## config.mk

```make
export PLATFORM = sky130hd
export DESIGN_NAME = bx_proc_sequencer_flat
export DESIGN_NICKNAME = d
export VERILOG_FILES = /design/src/rtl/bx_proc_sequencer_if.sv /design/src/rtl/bx_proc_sequencer.sv /design/src/flat_wrapper.sv
export SDC_FILE = /design/constraint.sdc
export NUM_CORES = 1
export LEC_CHECK = 0
export BUFFER_PORTS_ARGS = -buffer_cell sky130_fd_sc_hd__clkbuf_2
export CAP_MARGIN = 20
export CORE_AREA = 2 2 85 87
export CTS_CLUSTER_DIAMETER = 50
export DETAILED_ROUTE_END_ITERATION = 12
export DIE_AREA = 0 0 87 89
export PLACE_DENSITY = 0.64
export SLEW_MARGIN = 10
export SYNTH_ARGS = -nofsm -noshare
export SYNTH_HDL_FRONTEND = slang
export SYNTH_SLANG_ARGS = --single-unit
```

## constraint.sdc

```tcl
create_clock -name clk -period 5.9 [get_ports clk]
set_input_delay 1.18 -clock clk [delete_from_list [all_inputs] [get_ports clk]]
set_output_delay 1.18 -clock clk [all_outputs]
set_load 0.02 [all_outputs]
```

## src/rtl/bx_proc_sequencer_if.sv

```systemverilog
// Memory-side bus of the BX sequencer: paged reads of the two input BRAMs,
// the read-data-valid strobe to the datapath and the output BRAM write port.
interface bx_proc_sequencer_if #(
  parameter int ADDR_WIDTH = 5
);
  logic                  mem1_enb;
  logic [ADDR_WIDTH-1:0] mem1_readaddr;
  logic                  mem2_enb;
  logic [ADDR_WIDTH-1:0] mem2_readaddr;
  logic                  rd_valid;
  logic                  memout_ena;
  logic                  memout_wea;
  logic [ADDR_WIDTH-1:0] memout_writeaddr;

  // Sequencer side: drives every memory control signal.
  modport master (
    output mem1_enb, mem1_readaddr, mem2_enb, mem2_readaddr,
    output rd_valid, memout_ena, memout_wea, memout_writeaddr
  );

  // Memory/datapath side: consumes the control signals.
  modport slave (
    input mem1_enb, mem1_readaddr, mem2_enb, mem2_readaddr,
    input rd_valid, memout_ena, memout_wea, memout_writeaddr
  );
endinterface

```

## src/rtl/bx_proc_sequencer.sv

```systemverilog
// Per-BX controller: on a BX change it reads N entries from the current page of
// both input BRAMs, tracks each read through a fixed-latency valid/address pipe
// and commits the matching output BRAM writes, then reports done/bx_out.
// A BX arriving mid-pass truncates the reads and is queued as one pending start.
// The drain check assumes RD_LATENCY >= 1 and PROC_LATENCY >= 1.
module bx_proc_sequencer #(
  parameter int ADDR_WIDTH   = 5,
  parameter int RD_LATENCY   = 2,
  parameter int PROC_LATENCY = 1
) (
  input  logic                  clk,
  input  logic                  reset,
  input  logic                  i_en_proc,
  input  logic [1:0]            i_bx_in,
  input  logic [ADDR_WIDTH-1:0] i_nevt1,
  input  logic [ADDR_WIDTH-1:0] i_nevt2,
  bx_proc_sequencer_if.master   bus,
  output logic [1:0]            o_bx_out,
  output logic                  o_done,
  output logic                  o_busy,
  output logic                  o_overrun
);

  localparam int DEPTH = RD_LATENCY + PROC_LATENCY;
  localparam int unsigned ENTRIES_I = 32'd1 << (ADDR_WIDTH - 1);
  localparam logic [ADDR_WIDTH-1:0] ENTRIES = ENTRIES_I[ADDR_WIDTH-1:0];
  localparam logic [ADDR_WIDTH-1:0] ZERO_CNT = {ADDR_WIDTH{1'b0}};
  localparam logic [ADDR_WIDTH-1:0] ONE_CNT  = {{(ADDR_WIDTH-1){1'b0}}, 1'b1};

  typedef enum logic [1:0] {
    S_IDLE  = 2'd0,
    S_READ  = 2'd1,
    S_DRAIN = 2'd2,
    S_DONE  = 2'd3
  } state_t;

  // Entries to process: the smaller count of the two memories, at most one page.
  function automatic logic [ADDR_WIDTH-1:0] calc_cnt(
    input logic [ADDR_WIDTH-1:0] a,
    input logic [ADDR_WIDTH-1:0] b
  );
    logic [ADDR_WIDTH-1:0] m;
    m = (a < b) ? a : b;
    if (m > ENTRIES) begin
      m = ENTRIES;
    end else begin
      m = m;
    end
    return m;
  endfunction

  state_t                r_state, w_state_nxt;
  logic [1:0]            r_bx_q;
  logic [1:0]            r_bx, w_bx_nxt;
  logic                  r_page, w_page_nxt;
  logic [ADDR_WIDTH-1:0] r_cnt, w_cnt_nxt;
  logic [ADDR_WIDTH-1:0] r_idx, w_idx_nxt;
  logic                  r_pend_v, w_pend_v_nxt;
  logic [1:0]            r_pend_bx, w_pend_bx_nxt;
  logic [ADDR_WIDTH-1:0] r_pend_cnt, w_pend_cnt_nxt;
  logic                  r_overrun, w_overrun_nxt;
  logic                  r_enb, w_enb_nxt;
  logic [ADDR_WIDTH-1:0] r_rd_addr, w_rd_addr_nxt;
  logic                  r_done, w_done_nxt;
  logic [1:0]            r_bx_out, w_bx_out_nxt;
  logic                  r_busy;
  logic [DEPTH-1:0]      r_pipe_v;
  logic [ADDR_WIDTH-1:0] r_pipe_a [DEPTH];

  logic                  w_newbx;
  logic [ADDR_WIDTH-1:0] w_cnt_live;
  logic [ADDR_WIDTH-1:0] w_idx_inc;
  logic                  w_drain_empty;
  logic                  w_launch;
  logic [1:0]            w_launch_bx;
  logic [ADDR_WIDTH-1:0] w_launch_cnt;

  assign w_newbx       = (i_bx_in != r_bx_q);
  assign w_cnt_live    = calc_cnt(i_nevt1, i_nevt2);
  assign w_idx_inc     = r_idx + ONE_CNT;
  // The last stage is the write happening this cycle; nothing younger may remain.
  assign w_drain_empty = ~|r_pipe_v[DEPTH-2:0];

  // Next-state, pending-start bookkeeping and next values of the registered outputs.
  always_comb begin
    w_state_nxt    = r_state;
    w_bx_nxt       = r_bx;
    w_page_nxt     = r_page;
    w_cnt_nxt      = r_cnt;
    w_idx_nxt      = r_idx;
    w_pend_v_nxt   = r_pend_v;
    w_pend_bx_nxt  = r_pend_bx;
    w_pend_cnt_nxt = r_pend_cnt;
    w_overrun_nxt  = r_overrun | (w_newbx & (r_state != S_IDLE));
    w_enb_nxt      = 1'b0;
    w_done_nxt     = 1'b0;
    w_bx_out_nxt   = r_bx_out;
    w_launch       = 1'b0;
    w_launch_bx    = i_bx_in;
    w_launch_cnt   = w_cnt_live;

    // A BX seen while busy is remembered (latest wins) for after DONE.
    if (w_newbx && (r_state != S_IDLE) && i_en_proc) begin
      w_pend_v_nxt   = 1'b1;
      w_pend_bx_nxt  = i_bx_in;
      w_pend_cnt_nxt = w_cnt_live;
    end else begin
      w_pend_v_nxt   = w_pend_v_nxt;
    end

    case (r_state)
      S_IDLE: begin
        if (w_newbx && i_en_proc) begin
          w_launch = 1'b1;
        end else begin
          w_state_nxt = S_IDLE;
        end
      end
      S_READ: begin
        if (w_newbx) begin
          w_state_nxt = S_DRAIN;
        end else if (w_idx_inc < r_cnt) begin
          w_idx_nxt = w_idx_inc;
          w_enb_nxt = 1'b1;
        end else begin
          w_state_nxt = S_DRAIN;
        end
      end
      S_DRAIN: begin
        if (w_drain_empty) begin
          w_state_nxt  = S_DONE;
          w_done_nxt   = 1'b1;
          w_bx_out_nxt = r_bx;
        end else begin
          w_state_nxt  = S_DRAIN;
        end
      end
      S_DONE: begin
        w_pend_v_nxt = 1'b0;
        if (w_newbx && i_en_proc) begin
          w_launch = 1'b1;
        end else if (r_pend_v) begin
          w_launch     = 1'b1;
          w_launch_bx  = r_pend_bx;
          w_launch_cnt = r_pend_cnt;
        end else begin
          w_state_nxt  = S_IDLE;
        end
      end
      default: begin
        w_state_nxt = S_IDLE;
      end
    endcase

    // Starting a pass: latch BX, page and count, issue idx 0 unless empty.
    if (w_launch) begin
      w_bx_nxt    = w_launch_bx;
      w_page_nxt  = w_launch_bx[0];
      w_cnt_nxt   = w_launch_cnt;
      w_idx_nxt   = ZERO_CNT;
      w_enb_nxt   = (w_launch_cnt != ZERO_CNT);
      w_state_nxt = (w_launch_cnt != ZERO_CNT) ? S_READ : S_DRAIN;
    end else begin
      w_bx_nxt    = w_bx_nxt;
    end

    w_rd_addr_nxt = {w_page_nxt, w_idx_nxt[ADDR_WIDTH-2:0]};
  end

  // State, control and output registers with synchronous reset.
  always_ff @(posedge clk) begin
    if (reset) begin
      r_state    <= S_IDLE;
      r_bx_q     <= i_bx_in;
      r_bx       <= 2'd0;
      r_page     <= 1'b0;
      r_cnt      <= ZERO_CNT;
      r_idx      <= ZERO_CNT;
      r_pend_v   <= 1'b0;
      r_pend_bx  <= 2'd0;
      r_pend_cnt <= ZERO_CNT;
      r_overrun  <= 1'b0;
      r_enb      <= 1'b0;
      r_rd_addr  <= ZERO_CNT;
      r_done     <= 1'b0;
      r_bx_out   <= 2'd0;
      r_busy     <= 1'b0;
    end else begin
      r_state    <= w_state_nxt;
      r_bx_q     <= i_bx_in;
      r_bx       <= w_bx_nxt;
      r_page     <= w_page_nxt;
      r_cnt      <= w_cnt_nxt;
      r_idx      <= w_idx_nxt;
      r_pend_v   <= w_pend_v_nxt;
      r_pend_bx  <= w_pend_bx_nxt;
      r_pend_cnt <= w_pend_cnt_nxt;
      r_overrun  <= w_overrun_nxt;
      r_enb      <= w_enb_nxt;
      r_rd_addr  <= w_rd_addr_nxt;
      r_done     <= w_done_nxt;
      r_bx_out   <= w_bx_out_nxt;
      r_busy     <= (w_state_nxt != S_IDLE);
    end
  end

  // Valid/address delay line from read issue to read-data-valid and output write.
  always_ff @(posedge clk) begin
    if (reset) begin
      r_pipe_v <= {DEPTH{1'b0}};
      for (int i = 0; i < DEPTH; i++) begin
        r_pipe_a[i] <= ZERO_CNT;
      end
    end else begin
      r_pipe_v    <= {r_pipe_v[DEPTH-2:0], r_enb};
      r_pipe_a[0] <= r_rd_addr;
      for (int i = 1; i < DEPTH; i++) begin
        r_pipe_a[i] <= r_pipe_a[i-1];
      end
    end
  end

  assign bus.mem1_enb         = r_enb;
  assign bus.mem1_readaddr    = r_rd_addr;
  assign bus.mem2_enb         = r_enb;
  assign bus.mem2_readaddr    = r_rd_addr;
  assign bus.rd_valid         = r_pipe_v[RD_LATENCY-1];
  assign bus.memout_ena       = r_pipe_v[DEPTH-1];
  assign bus.memout_wea       = r_pipe_v[DEPTH-1];
  assign bus.memout_writeaddr = r_pipe_a[DEPTH-1];

  assign o_bx_out  = r_bx_out;
  assign o_done    = r_done;
  assign o_busy    = r_busy;
  assign o_overrun = r_overrun;

endmodule

```

## src/flat_wrapper.sv

```systemverilog
// flat-port wrapper written by rule: the top's interface ports become plain ports
module bx_proc_sequencer_flat 
#(
  parameter int ADDR_WIDTH   = 5,
  parameter int RD_LATENCY   = 2,
  parameter int PROC_LATENCY = 1
)
  (clk, reset, i_en_proc, i_bx_in, i_nevt1, i_nevt2, o_bx_out, o_done, o_busy, o_overrun, bus_mem1_enb, bus_mem1_readaddr, bus_mem2_enb, bus_mem2_readaddr, bus_rd_valid, bus_memout_ena, bus_memout_wea, bus_memout_writeaddr);
  bx_proc_sequencer_if #(.ADDR_WIDTH(ADDR_WIDTH)) bus_i ();
  input  logic clk;
  input  logic reset;
  input  logic i_en_proc;
  input  logic [1:0] i_bx_in;
  input  logic [ADDR_WIDTH-1:0] i_nevt1;
  input  logic [ADDR_WIDTH-1:0] i_nevt2;
  output logic [1:0] o_bx_out;
  output logic o_done;
  output logic o_busy;
  output logic o_overrun;
  output wire logic [$bits(bus_i.mem1_enb)-1:0] bus_mem1_enb;
  output wire logic [$bits(bus_i.mem1_readaddr)-1:0] bus_mem1_readaddr;
  output wire logic [$bits(bus_i.mem2_enb)-1:0] bus_mem2_enb;
  output wire logic [$bits(bus_i.mem2_readaddr)-1:0] bus_mem2_readaddr;
  output wire logic [$bits(bus_i.rd_valid)-1:0] bus_rd_valid;
  output wire logic [$bits(bus_i.memout_ena)-1:0] bus_memout_ena;
  output wire logic [$bits(bus_i.memout_wea)-1:0] bus_memout_wea;
  output wire logic [$bits(bus_i.memout_writeaddr)-1:0] bus_memout_writeaddr;
  assign bus_mem1_enb = bus_i.mem1_enb;
  assign bus_mem1_readaddr = bus_i.mem1_readaddr;
  assign bus_mem2_enb = bus_i.mem2_enb;
  assign bus_mem2_readaddr = bus_i.mem2_readaddr;
  assign bus_rd_valid = bus_i.rd_valid;
  assign bus_memout_ena = bus_i.memout_ena;
  assign bus_memout_wea = bus_i.memout_wea;
  assign bus_memout_writeaddr = bus_i.memout_writeaddr;
  bx_proc_sequencer #(.ADDR_WIDTH(ADDR_WIDTH), .RD_LATENCY(RD_LATENCY), .PROC_LATENCY(PROC_LATENCY)) u_core (.clk(clk), .reset(reset), .i_en_proc(i_en_proc), .i_bx_in(i_bx_in), .i_nevt1(i_nevt1), .i_nevt2(i_nevt2), .bus(bus_i), .o_bx_out(o_bx_out), .o_done(o_done), .o_busy(o_busy), .o_overrun(o_overrun));
endmodule
```

# Word level (Yosys, flattened, before mapping)
# Memory sizes are Yosys's and may differ from the RTL's.
# Index checks and enable logic that the tools add are counted.
# classes
order_cmp,3
bitwise,8
eq_ne,4
n_reduce_logical,13
n_mux,37
add_sub_neg,1
# ops
cell,count
5-bit 2-to-1 mux,8
2-bit 2-to-1 mux,10
4-bit 2-to-1 mux,4
1-bit 2-to-1 mux,13
5-bit less-than comparator,2
2-bit one-hot mux with 4 select lines,1
2-bit OR reduction,4
"5-bit by 1-bit adder with 5-bit output, second input constant",1
"5-bit greater-than comparator, second input constant",1
5-bit nonzero test,1
"2-bit equality test, second input constant",2
1-bit bitwise OR,4
2-bit nonzero test,2
1-bit logical AND,3
1-bit inverter,3
3-bit AND reduction,1
"2-bit by 1-bit equality test with 1-bit output, second input constant",1
2-bit logical NOT,1
2-bit != test,1
1-bit one-hot mux with 2 select lines,1
2-bit AND reduction,1
1-bit AND,1
# word_totals
ramBits,15
regBits,39
in_bits,15
output_inout_bits,25
n_memories,1
# memory_table
name,words,word_bits,rd,rd_clocked_by_memory_dff,write_ports,line_no,source
u_core.r_pipe_a,3,5,3,0,3,bx_proc_sequencer.sv:68,logic [ADDR_WIDTH-1:0] r_pipe_a [DEPTH];

# Longest topological paths before layout
# logic_depth
depth_word,11
mapped_depth,9

# Least setup slack after synthesis
# OpenSTA, ideal clock, no wires.
# synth_timing
kind,in2reg
from,in i_nevt2[2]
to,reg u_core.r_state[1]
required_time_ps,5778
t_arrival_ps,2932
stages,8
slack_ps,2847
path_cell_list,inv_1 -> ha_1 -> a21oi_4 -> o21ai_2 -> a31oi_4 -> mux2i_4 -> a311oi_4 -> o311a_1
# synth_via
elab_chain_cells,10
# synth_lines
element,line_no,source
from (decl),flat_wrapper.sv:15,input logic [ADDR_WIDTH-1:0] i_nevt2;
5-bit less-than comparator,bx_proc_sequencer.sv:43,m = (a < b) ? a : b;
5-bit 2-to-1 mux *,bx_proc_sequencer.sv:43,
5-bit greater-than comparator,bx_proc_sequencer.sv:44,if (m > ENTRIES) begin
5-bit 2-to-1 mux *,bx_proc_sequencer.sv:44,
5-bit 2-to-1 mux,bx_proc_sequencer.sv:142,end else if (r_pend_v) begin
5-bit 2-to-1 mux,bx_proc_sequencer.sv:140,if (w_newbx && i_en_proc) begin
5-bit 2-to-1 mux *,bx_proc_sequencer.sv:111,case (r_state)
5-bit nonzero test *,bx_proc_sequencer.sv:162,w_state_nxt = (w_launch_cnt != ZERO_CNT) ? S_READ : S_DRAIN;
2-bit 2-to-1 mux *,bx_proc_sequencer.sv:162,
2-bit 2-to-1 mux *,bx_proc_sequencer.sv:156,if (w_launch) begin
to (signal assigned),bx_proc_sequencer.sv:189,r_state <= w_state_nxt;
to (decl),bx_proc_sequencer.sv:52,"state_t r_state, w_state_nxt;"
# Every way passes the cells marked *; elsewhere a longest branch is shown, timed or not.
# A chain may end at the register's enable or synchronous reset.

# Worst setup path after layout
# layout_timing
from,in i_nevt2[4]
to,reg u_core.r_state[1]
# Same word-level chain as after synthesis.

==> run_results.csv <==
group,metric,value,unit
run_status,status,"completed",
routing,routed-via-count,1730,
routing,maxUsedRoutingLayer,"met4",
timing,hold_viol_final,0,
global_routing,grt_pass1_vias,1583,
routing,wl_per_cell,12.0,um
die,core_area,6720,um2
cts,cts_resized,0,
global_routing,grt_usage,11.8,%
cts,cts.sinks,48,
setup_path,end_kind,"flip-flop",
setup_path,cp_num_buf_inv,2,
setup_path,path_cells,"clkbuf_2 > inv_1 > ha_1 > a21o_2 > a31oi_4 > mux2i_4 > a311oi_4 > o311a_1",
timing,slew_viol_final,0,
placement,place_inst,348,
cts,post_cts_buffers,0,
setup_path,cp.arrival,3230,ps
setup_path,path_delay_family,"compound AO/OA/AOI/OAI gates",
die,rows,30,
cts,h-tree-depth,2,
synthesis,synth_area,2330,um2
cts,root_buffer,"clkbuf_8",
power,peakVddDrop,0.112,mV
die,die_area,7740,um2
cts,cts_made_buffers,5,
run,maxCapViolCount,0,
final_layout,num-fill-cells,678,
setup_path,reg2reg_to,"u_core.bus.mem1_enb$_SDFF_PP0_",
timing,skew,3.17,ps
power,total_power,0.874,mW
timing,rsz0062_at_grt,"false",
final_layout,nNetsFinal,303,
routing,drtIter0Drc,46,
global_routing,grt_max_degree,38,
die,floorplan.initialDensity,34.7,%
worst_hold_path,worst_hold_path.endpoint,"u_core.r_pipe_a[0][12]$_SDFF_PP0_",
final_layout,mostFrequentLayoutCells,"48 x dfxtp_1, 39 x clkbuf_2, 20 x nand2_1",
final_layout,n_antenna_cell,0,
final_layout,drive_gt1_share,21.7,%
setup_path,crit_required,6100,ps
routing,wl_met2,1930,um
routing,wl_met3,206,um
final_layout,areaGrowthSynthToFinish,9.92,%
worst_hold_path,min_path_cells,1,
setup_path,rrSetupSlack,3490,ps
synthesis,synth_edf_count,0,
power,power_density,341,nW/um2
timing,period_share,51.4,%
final_layout,layout.cells.non_filler,356,
cts,clkLatencyLatePin,300,ps
die,dieHeight,89,um
synthesis,seq_area_frac_synth,41.2,%
timing,fmax,330,MHz
placement,hpwl,3170,um
worst_hold_path,min_from,"u_core.r_pipe_a[0][7]$_SDFF_PP0_",
routing,drtAntennaViolNets,0,
synthesis,avgSynthCellArea,9.22,um2
setup_path,path_class,"input port to flip-flop",
global_routing,grt-ovfl-total,0,
timing,hold_slack,442,ps
routing,wl_met1,2050,um
routing,drt-total-wl,4260,um
setup_path,crit_fanout,9,
timing,setup_viol,0,
synthesis,synthArstFlopShare,0,%
synthesis,synth_fp_nets,281,
global_routing,antenna_found_initial,0,
worst_hold_path,hold_class,"flip-flop to flip-flop",
placement,dp_slack,2540,ps
timing,finalSetupTns,0,ps
routing,drc,0,
placement,place.gp.congestion,0.821,
cts,cts_max_path_buffers,2,
timing,max_slew_margin,34.4,%
setup_path,timing.rr.start,"u_core.r_idx[0]$_SDFFE_PP0P_",
power,p_leak,1.08,nW
synthesis,synth-main-ff-cell,"dfxtp_1",
setup_path,slowest_delay,450,ps
timing,period_needed,3030,ps
global_routing,grt_pass1_wl,7260,um
synthesis,synth_seq_cells,48,
final_layout,layout_commonest_cell,"dfxtp_1",
routing,post_drt_via_cell_ratio,4.86,
setup_path,worstRegToRegCells,8,
cts,hold_buffers,0,
die,fp.dieW,87,um
synthesis,synth_cell_types,50,
timing,fin_ws,2870,ps
die,io_pins,40,
timing,worstMarginPinSlew,984,ps
cts,clk_pin_slew,90,ps
setup_path,crit_slowest_cell,"mux2i_4",
routing,dr.pass1.iters,4,
synthesis,syn_inst,253,
setup_path,startpoint_type,"input port",
cts,cts_tree,"built",
placement,io_buffers,39,
synthesis,synth_warnings,0,
[cell families (layout without fill, tap and decap cells)]
family,Yosys count,in the layout,share of synthesized area (%)
and+or+nand+nor,88,88,19.2
AOI/OAI and AO/OA,48,48,15.2
DFF,48,48,41.2
buffers and inverters,36,59,8.63
adders and majority gates,13,13,6.97
muxes,11,11,5.42
xor gates and xnor gates,9,9,3.38
[per-layer routing]
| metal | vias up | GRT usage [%] |
|---|---|---|
| li1 | 900 | - |
| met1 | 779 | 14.6 |
| met2 | 44 | 19.9 |
| met3 | 7 | 3.14 |
| met4 | 0 | 3.69 |
| met5 | - | 0 |
[power breakdown]
group / switching [mW] / internal (mW)
registers: 0.0287 / 0.370
logic: 0.171 / 0.105
clock network: 0.114 / 0.0840
total: 0.314 / 0.559
[synth_stat cells, types with 3 or more instances]
master	instances	share of area [%]
nand3_1	12	2.6
nor3_1	4	0.86
nor2b_1	18	4.8
mux2i_1	7	3.0
a21oi_1	12	2.6
xor2_1	5	1.9
o21ai_0	12	2.6
buf_4	17	5.5
mux2_2	3	1.4
nand2_1	20	3.2
inv_1	12	1.9
xnor2_1	4	1.5
ha_1	13	7.0
dfxtp_1	48	41
a31oi_1	3	0.80
nor2_1	18	2.9
clkbuf_1	4	0.64
[cell type report]
class / instances / area [um2] / area share, %
clock inverters: 3 / 23.8 / 0.927
multi-input cells: 169 / 1170 / 45.7
clock buffers: 5 / 68.8 / 2.68
well taps: 80 / 100 / 3.90
inverters: 12 / 45.0 / 1.76
repair buffers: 39 / 195 / 7.61
flip-flops and latches: 48 / 961 / 37.5
[how the worst max path moves through the flow]
stage / startpoint / to / slack [ps] / cells past startpoint
finish: i_nevt2[4] / u_core.r_state[1]$_SDFF_PP0_ / 2870 / 8
global route: i_nevt2[4] / u_core.r_state[1]$_SDFF_PP0_ / 2780 / 8
CTS: i_nevt2[4] / u_core.r_state[1]$_SDFF_PP0_ / 2870 / 8
detailed placement: i_nevt2[4] / u_core.r_state[1]$_SDFF_PP0_ / 2540 / 8
global placement: i_nevt2[4] / u_core.r_state[1]$_SDFF_PP0_ / 2640 / 8
floorplan: i_nevt2[2] / u_core.r_state[1]$_SDFF_PP0_ / 2850 / 8
[through the flow]
step                      utilization [%]  instance area [um2]
final                                38.2                 2560
after CTS                            38.2                 2560
after global placement               36.8                 2470
after floorplan                         -                 2330
after global routing                 38.2                 2560
after detailed placement             36.8                 2470
[state kept, by name, indices dropped and copies added (netlist names)]
register	cells
u_core.r_pipe_v	3
u_core.r_bx	2
u_core.r_idx	4
u_core.o_done	1
u_core.o_busy	1
u_core.r_pend_bx	2
u_core.o_bx_out	2
u_core.r_pend_cnt	5
u_core.r_cnt	5
u_core.r_pipe_a	15
u_core.o_overrun	1
u_core.bus.mem1_enb	1
u_core.r_state	2
u_core.bus.mem1_readaddr	1
u_core.r_pend_v	1
u_core.r_bx_q	2
Note: power is estimated with default switching activity, not from simulation.
